==> src/rtl/amba_apb_slave_mem_if.sv <==
// APB bus bundle between a requester and the register-file completer.
// The master modport drives the request; the slave modport answers it.
interface amba_apb_slave_mem_if #(
   parameter int unsigned ADDR_WIDTH = 8,
   parameter int unsigned DATA_WIDTH = 8
);
   logic                  psel;
   logic                  penable;
   logic                  pwrite;
   logic [ADDR_WIDTH-1:0] paddr;
   logic [DATA_WIDTH-1:0] pwdata;
   logic [DATA_WIDTH-1:0] prdata;
   logic                  pready;
   logic                  pslverr;

   modport master (
      output psel, penable, pwrite, paddr, pwdata,
      input  prdata, pready, pslverr
   );

   modport slave (
      input  psel, penable, pwrite, paddr, pwdata,
      output prdata, pready, pslverr
   );
endinterface

==> src/rtl/amba_apb_slave_mem.sv <==
// APB completer backed by a DEPTH-entry register file.
// Transfers complete after WAIT_STATES stalled ACCESS cycles; out-of-range addresses raise pslverr.
module amba_apb_slave_mem #(
   parameter int unsigned ADDR_WIDTH  = 8,
   parameter int unsigned DATA_WIDTH  = 8,
   parameter int unsigned DEPTH       = 128,
   parameter int unsigned WAIT_STATES = 0
) (
   input logic                  pclk,
   input logic                  preset,
   amba_apb_slave_mem_if.slave  bus
);

   localparam int unsigned IdxW = (DEPTH > 1) ? $clog2(DEPTH) : 1;
   localparam logic [ADDR_WIDTH:0] DepthL = (ADDR_WIDTH + 1)'(DEPTH);

   typedef enum logic [0:0] {StIdle, StAccess} state_e;

   state_e                state_q, state_d;
   logic [3:0]            wcnt_q, wcnt_d;
   logic [ADDR_WIDTH-1:0] addr_q, addr_d;
   logic                  write_q, write_d;
   logic [DATA_WIDTH-1:0] wdata_q, wdata_d;
   logic                  err_q, err_d;
   logic [DATA_WIDTH-1:0] prdata_q, prdata_d;
   logic [DATA_WIDTH-1:0] mem_q [DEPTH];
   logic                  mem_we;
   logic                  setup_err;
   logic                  pready;

   assign setup_err = ({1'b0, bus.paddr} >= DepthL);

   // Completion is decoded from registered state but gated live by the strobes,
   // so an abort cycle never shows pready.
   assign pready      = (state_q == StAccess) && (wcnt_q == 4'd0) && bus.psel && bus.penable;
   assign bus.pready  = pready;
   assign bus.pslverr = pready && err_q;
   assign bus.prdata  = prdata_q;

   always_comb begin
      state_d  = state_q;
      wcnt_d   = wcnt_q;
      addr_d   = addr_q;
      write_d  = write_q;
      wdata_d  = wdata_q;
      err_d    = err_q;
      prdata_d = prdata_q;
      mem_we   = 1'b0;
      unique case (state_q)
         StIdle: begin
            if (bus.psel && !bus.penable) begin
               state_d = StAccess;
               addr_d  = bus.paddr;
               write_d = bus.pwrite;
               wdata_d = bus.pwdata;
               err_d   = setup_err;
               wcnt_d  = 4'(WAIT_STATES);
               if (!bus.pwrite) begin
                  prdata_d = setup_err ? '0 : mem_q[bus.paddr[IdxW-1:0]];
               end
            end
         end
         StAccess: begin
            if (bus.psel && bus.penable) begin
               if (wcnt_q != 4'd0) begin
                  wcnt_d = wcnt_q - 4'd1;
               end else begin
                  state_d = StIdle;
                  mem_we  = write_q && !err_q;
               end
            end else begin
               state_d = StIdle;
               wcnt_d  = 4'd0;
            end
         end
      endcase
   end

   always_ff @(posedge pclk) begin
      if (preset) begin
         state_q  <= StIdle;
         wcnt_q   <= 4'd0;
         addr_q   <= '0;
         write_q  <= 1'b0;
         wdata_q  <= '0;
         err_q    <= 1'b0;
         prdata_q <= '0;
      end else begin
         state_q  <= state_d;
         wcnt_q   <= wcnt_d;
         addr_q   <= addr_d;
         write_q  <= write_d;
         wdata_q  <= wdata_d;
         err_q    <= err_d;
         prdata_q <= prdata_d;
      end
   end

   always_ff @(posedge pclk) begin
      if (preset) begin
         for (int i = 0; i < int'(DEPTH); i++) begin
            mem_q[i] <= '0;
         end
      end else if (mem_we) begin
         mem_q[addr_q[IdxW-1:0]] <= wdata_q;
      end
   end

endmodule

==> src/flat_wrapper.sv <==
// flat-port wrapper written by rule: the top's interface ports become plain ports
module amba_apb_slave_mem_flat 
#(
   parameter int unsigned ADDR_WIDTH  = 8,
   parameter int unsigned DATA_WIDTH  = 8,
   parameter int unsigned DEPTH       = 128,
   parameter int unsigned WAIT_STATES = 0
)
  (pclk, preset, bus_psel, bus_penable, bus_pwrite, bus_paddr, bus_pwdata, bus_prdata, bus_pready, bus_pslverr);
  amba_apb_slave_mem_if #(.ADDR_WIDTH(ADDR_WIDTH), .DATA_WIDTH(DATA_WIDTH)) bus_i ();
  input logic pclk;
  input logic preset;
  input wire logic [$bits(bus_i.psel)-1:0] bus_psel;
  input wire logic [$bits(bus_i.penable)-1:0] bus_penable;
  input wire logic [$bits(bus_i.pwrite)-1:0] bus_pwrite;
  input wire logic [$bits(bus_i.paddr)-1:0] bus_paddr;
  input wire logic [$bits(bus_i.pwdata)-1:0] bus_pwdata;
  output wire logic [$bits(bus_i.prdata)-1:0] bus_prdata;
  output wire logic [$bits(bus_i.pready)-1:0] bus_pready;
  output wire logic [$bits(bus_i.pslverr)-1:0] bus_pslverr;
  assign bus_i.psel = bus_psel;
  assign bus_i.penable = bus_penable;
  assign bus_i.pwrite = bus_pwrite;
  assign bus_i.paddr = bus_paddr;
  assign bus_i.pwdata = bus_pwdata;
  assign bus_prdata = bus_i.prdata;
  assign bus_pready = bus_i.pready;
  assign bus_pslverr = bus_i.pslverr;
  amba_apb_slave_mem #(.ADDR_WIDTH(ADDR_WIDTH), .DATA_WIDTH(DATA_WIDTH), .DEPTH(DEPTH), .WAIT_STATES(WAIT_STATES)) u_core (.pclk(pclk), .preset(preset), .bus(bus_i));
endmodule
==> config.mk <==
export PLATFORM = sky130hd
export DESIGN_NAME = amba_apb_slave_mem_flat
export DESIGN_NICKNAME = d
export VERILOG_FILES = /design/src/rtl/amba_apb_slave_mem_if.sv /design/src/rtl/amba_apb_slave_mem.sv /design/src/flat_wrapper.sv
export SDC_FILE = /design/constraint.sdc
export NUM_CORES = 2
export LEC_CHECK = 0
export BUFFER_PORTS_ARGS = -buffer_cell sky130_fd_sc_hd__buf_2
export CAP_MARGIN = 15
export CORE_MARGIN = 2
export CORE_UTILIZATION = 35
export DETAILED_ROUTE_END_ITERATION = 10
export GPL_ROUTABILITY_DRIVEN = 1
export SLEW_MARGIN = 10
export SYNTH_ARGS = -nofsm -noshare
export SYNTH_HDL_FRONTEND = slang
export SYNTH_SLANG_ARGS = --single-unit
==> constraint.sdc <==
create_clock -name pclk -period 5.16 [get_ports pclk]
set_input_delay 1.032 -clock pclk [delete_from_list [all_inputs] [get_ports pclk]]
set_output_delay 1.032 -clock pclk [all_outputs]
set_load 0.02 [all_outputs]
# Word-level counts from Yosys, hierarchy flattened
# Memory sizes are Yosys's and may differ from the RTL's.
# Cells that the tools add are included.
totals:
  wordCells: 49
  register_bits: 30
  mem_bits_rw: 1024
  mem_count: 1
  input_bits: 21
classes:
  order_cmp: 1
  n_eq_ne: 2
  n_reduce_logical: 15
  addsub: 1
  n_mux: 20
  bitwise: 2
memory_table:
  columns: ["name", "words", "word_bits", "rd", "rd_clocked_by_memory_dff", "write_ports", "line", "rtl"]
  rows:
  - ["u_core.mem_q", 128, 8, 1, 0, 128, "amba_apb_slave_mem.sv:26", "logic [DATA_WIDTH-1:0] mem_q [DEPTH];"]
ops:
  columns: ["operator", "n"]
  rows:
  - ["8-bit 2-to-1 mux", 2]
  - ["1-bit 2-to-1 mux", 12]
  - ["4-bit 2-to-1 mux", 3]
  - ["8-bit >= comparator (second input constant)", 1]
  - ["4-bit case mux with 2 select lines", 1]
  - ["8-bit OR reduction", 1]
  - ["1-bit logical AND", 7]
  - ["7-bit 2-to-1 mux", 1]
  - ["4-bit zero test", 1]
  - ["2-bit AND reduction", 2]
  - ["4-bit nonzero test", 1]
  - ["4-bit by 1-bit subtractor with 4-bit output (second input constant)", 1]
  - ["3-bit != test (second input constant)", 1]
  - ["3-bit AND reduction", 1]
  - ["1-bit zero test", 2]
  - ["2-bit by 1-bit != test with 1-bit output (second input constant)", 1]
  - ["1-bit inverter", 2]
  - ["1-bit case mux with 2 select lines", 1]

# Logic depth before layout (Yosys ltp)
logic_depth:
  word_depth: 10
  ltp_mapped: 11

# Worst setup path before layout
# OpenSTA, ideal clock, no wires.
synth_path:
  kind: "input-to-reg"
  start: "input preset"
  end: "memory u_core.mem_q[101][0], enable pin"
  required_ns: 4.834
  t_arrival_ns: 2.687
  stages: 9
  n_path_buf: 3
  path_slack_ns: 2.148
  setup_ns: 0.326
  cell_sequence: "clkbuf_1 > nor2_1 > nand2_1 > nor3_1 > nand2_1 > nor3b_2 > buf_2 > buf_2 > a21o_1"
synth_lines:
  columns: ["element", "line", "rtl"]
  rows:
  - ["start, declared", "flat_wrapper.sv:12", "input logic preset;"]
  - ["end, declared", "amba_apb_slave_mem.sv:26", null]

# Worst setup path after layout
layout_path:
  start: "input bus_paddr[1]"
  end: "register u_core.prdata_q[2] (netlist: u_core.bus.prdata[2])"
layout_via:
  elab_chain_cells: 2
layout_rtl:
  columns: ["element", "line", "rtl"]
  rows:
  - ["start, declared", "flat_wrapper.sv:16", "input wire logic [$bits(bus_i.paddr)-1:0] bus_paddr;"]
  - ["memory read 128 x 8 bit or 8-bit >= comparator (tied branches)", null, null]
  - ["8-bit 2-to-1 mux *", "amba_apb_slave_mem.sv:59", "prdata_d = setup_err ? '0 : mem_q[bus.paddr[IdxW-1:0]];"]
  - ["end signal, assigned", "amba_apb_slave_mem.sv:95", "prdata_q <= prdata_d;"]
  - ["end, declared", "amba_apb_slave_mem.sv:25", "logic [DATA_WIDTH-1:0] prdata_q, prdata_d;"]
# Every way passes the cells marked *; elsewhere a longest branch is shown, timed or not.
# A chain may end at the register's enable or synchronous reset.

==> summary.md <==
| Metric | Value |
|---|---|
| Status | `finished clean` |
| Distinct cells, synth | `57` |
| R2r setup slk | `1690 ps` |
| Hold violation total from the final report | `0` |
| Antenna Violating Nets Remaining | `0` |
| Drt pass-1 iters | `6` |
| CTS tree | `built` |
| Worst r2r src | `u_core.state_q` |
| Syn Inst Count | `3516` |
| GRT Total Usage | `0.188` |
| Post-synth top cells | `and3_1, edfxtp_1, clkbuf_1` |
| Clk Latency, worst-skew pair | `710 ps` |
| Post-CTS Setup Bufs | `0` |
| R2R Path End | `u_core.bus.prdata[2]` |
| Worst Path Required | `5750 ps` |
| Worst Hold Slack | `475 ps` |
| CTS Hold Bufs | `0` |
| Overflow after GRT | `0` |
| # clock sinks | `1054` |
| Worst Setup SP | `bus_paddr[1]` |
| Syn Area/Cell | `14.1 um^2` |
| Arr. time, crit path | `4450 ps` |
| Minimum clock period | `3850 ps` |
| DIE AREA | `145000 um^2` |
| Fin crit share | `0.746` |
| Die Width | `381 um` |
| Layout area overhead | `10.3%` |
| Post-CTS Resized | `0` |
| Top cells by area, synth | `edfxtp_1, and3_1, mux4_2, clkbuf_1, mux2i_1` |
| Max-cap viol count | `0` |
| Placer Congestion | `0.885` |
| Slew headroom | `0.236` |
| Hold WC Path Type | `flop to flop` |
| Initial antenna violation count | `7` |
| Post-synth top area cell | `edfxtp_1` |
| Critical path class | `primary input to flop` |
| Cts bufs inserted | `109` |
| Clock Tree Buf Depth | `3` |
| DRC | `0` |
| Routed WL | `139000 um` |
| Die height | `381 um` |
| Seq cells post-synth | `1054` |
| Share of post-route cells with drive strength above 1 | `0.166` |
| Post-synth EDFFs | `1024` |
| Clock skew | `28.1 ps` |
| Post-synthesis sequential area ratio | `0.631` |
| CP Max Fanout | `54` |
| FMAX | `260 MHz` |
| Top_reg_cell synth | `edfxtp_1` |
| # IOs | `31` |
| Number of port buffers | `30` |
| Pleak | `0.0232 uW` |
| Total Neg Setup Slack | `0 ps` |
| Avg WL per Cell | `26.4 um` |
| Largest net degree at the start of global routing | `98` |
| Yosys warnings | `0` |
| Starting Density | `0.352` |
| DR vias/cell | `5.74` |
| FFs w/ async S/R, synth | `0` |
| RSZ-0062 raised after global routing | `false` |
| Worst vdd ir | `0.272 mV` |
| Num rows | `138` |
| Setup crit end kind | `flop` |
| Setup crit end | `u_core.bus.prdata[2]` |
| Layout Utilization | `0.388` |
| Root Buffer | `clkbuf_16` |
| R2R depth | `7` |
| Top-count cell post-synth | `and3_1` |
| Final Max Slew Viols | `0` |
| Core ar. | `141000 um^2` |
| Post-DP HPWL | `80500 um` |
| First-pass GRT wire length | `206000 um` |
| Yosys top cell area share | `0.619` |
| DRT iter0 DRCs | `3524` |
| PD cells | `343 nW/um^2` |
| CTS clock-pin slew for the worst setup and hold paths | `60 ps` |
| Slew @ Worst Pin | `1140 ps` |
| Vias in the first global route | `30.0k` |
| DR vias | `30.2k` |
| Final setup violation count | `0` |
| H-tree depth | `3` |
| Post-layout net count | `3305` |
| Mapped Nets | `3539` |
| Cell Area, Synth | `49600 um^2` |
| Crit start category | `primary input` |
-- routing by layer --
metal,GRT usage,up-vias,share of wire
li1,-,13300,-
met1,0.265,15600,0.43
met2,0.303,1157,0.48
met3,0.0289,206,0.069
met4,0.0485,4,0.023
met5,0,-,0.00016
-- worst max-delay path, cell delays in order --
cell	delay (ps)
clkbuf_8	530
nand2b_2	860
o22a_1	260
a221oi_1	120
nor4_1	850
buf_4	240
o211ai_1	220
and4_1	250
-- area by class of cell --
class	instances	area, um^2
clock buffers	135	2850
diodes	5	12.5
flip-flops and latches	1054	31400
well taps	1890	2360
fillers	13100	86500
clock inverters	68	611
multi-input cells	1980	16400
inverters	7	26.3
repair buffers	130	1160
-- placed cells by master (no fill, tap or decap), types with 19 or more instances in the layout --
master | netlist | final
mux4_2 | 177 | 177
nand2_1 | 118 | 117
clkbuf_1 | 370 | 25
mux2i_1 | 110 | 110
edfxtp_1 | 1024 | 1024
clkbuf_16 | 0 | 110
buf_2 | 54 | 27
clkinv_2 | 0 | 21
buf_12 | 2 | 19
a21o_1 | 128 | 128
a21oi_1 | 40 | 40
a221oi_1 | 29 | 29
dfxtp_1 | 30 | 22
and3_1 | 1025 | 1025
o221ai_1 | 63 | 63
a22oi_1 | 30 | 30
mux2_2 | 34 | 34
buf_4 | 20 | 81
clkinv_1 | 2 | 26
nor2_1 | 35 | 24
-- state kept, by name (all words and copies together), names as in the netlist --
signal,count
u_core.err_q,1
u_core.write_q,1
u_core.addr_q,7
u_core.mem_q,1024
u_core.wcnt_q,4
u_core.wdata_q,8
u_core.bus.prdata,8
u_core.state_q,1
-- power breakdown --
part	switching (uW)	internal, uW	total, uW
Sequential	157	9630	9790
Clock	3400	4410	7800
Combinational	814	406	1220
Total	4370	14400	18800
-- cells by family (layout without fill, tap and decap cells) --
group,after synthesis,count (layout),synth area share
AO/OA/AOI/OAI,364,364,0.0574
XOR/XNOR,3,3,0.000529
adder cells (fa/ha/maj),2,2,0.000504
buffers and inverters,482,340,0.0420
flip-flops,1054,1054,0.631
multiplexers,335,335,0.114
other,0,5,0
AND/OR/NAND/NOR,1276,1276,0.154
-- worst min path at each step --
stage / start / to / depth (start not counted)
6_report: u_core.addr_q[0] / u_core.addr_q[0] / 2
5_1_grt: u_core.addr_q[0] / u_core.addr_q[0] / 2
4_1_cts: u_core.addr_q[0] / u_core.addr_q[0] / 2
3_5_place_dp: u_core.addr_q[0] / u_core.addr_q[0] / 2
3_3_place_gp: u_core.err_q / u_core.err_q / 2
2_1_floorplan: u_core.write_q / u_core.write_q / 1
-- stage by stage --
| step | total power, uW | worst slack [ps] | cells | cell area, um^2 |
|---|---|---|---|---|
| global route | 19300 | 1250 | 5264 | 54800 |
| finish | 18800 | 1310 | 5269 | 54800 |
| floorplan | 10700 | 2150 | 3516 | 49600 |
| CTS | 18900 | 1250 | 5263 | 54800 |
| global placement | 11200 | 608 | 5060 | 51300 |
| detailed placement | 11200 | 534 | 5060 | 51300 |
No activity file was read; power rests on OpenSTA's default activity.
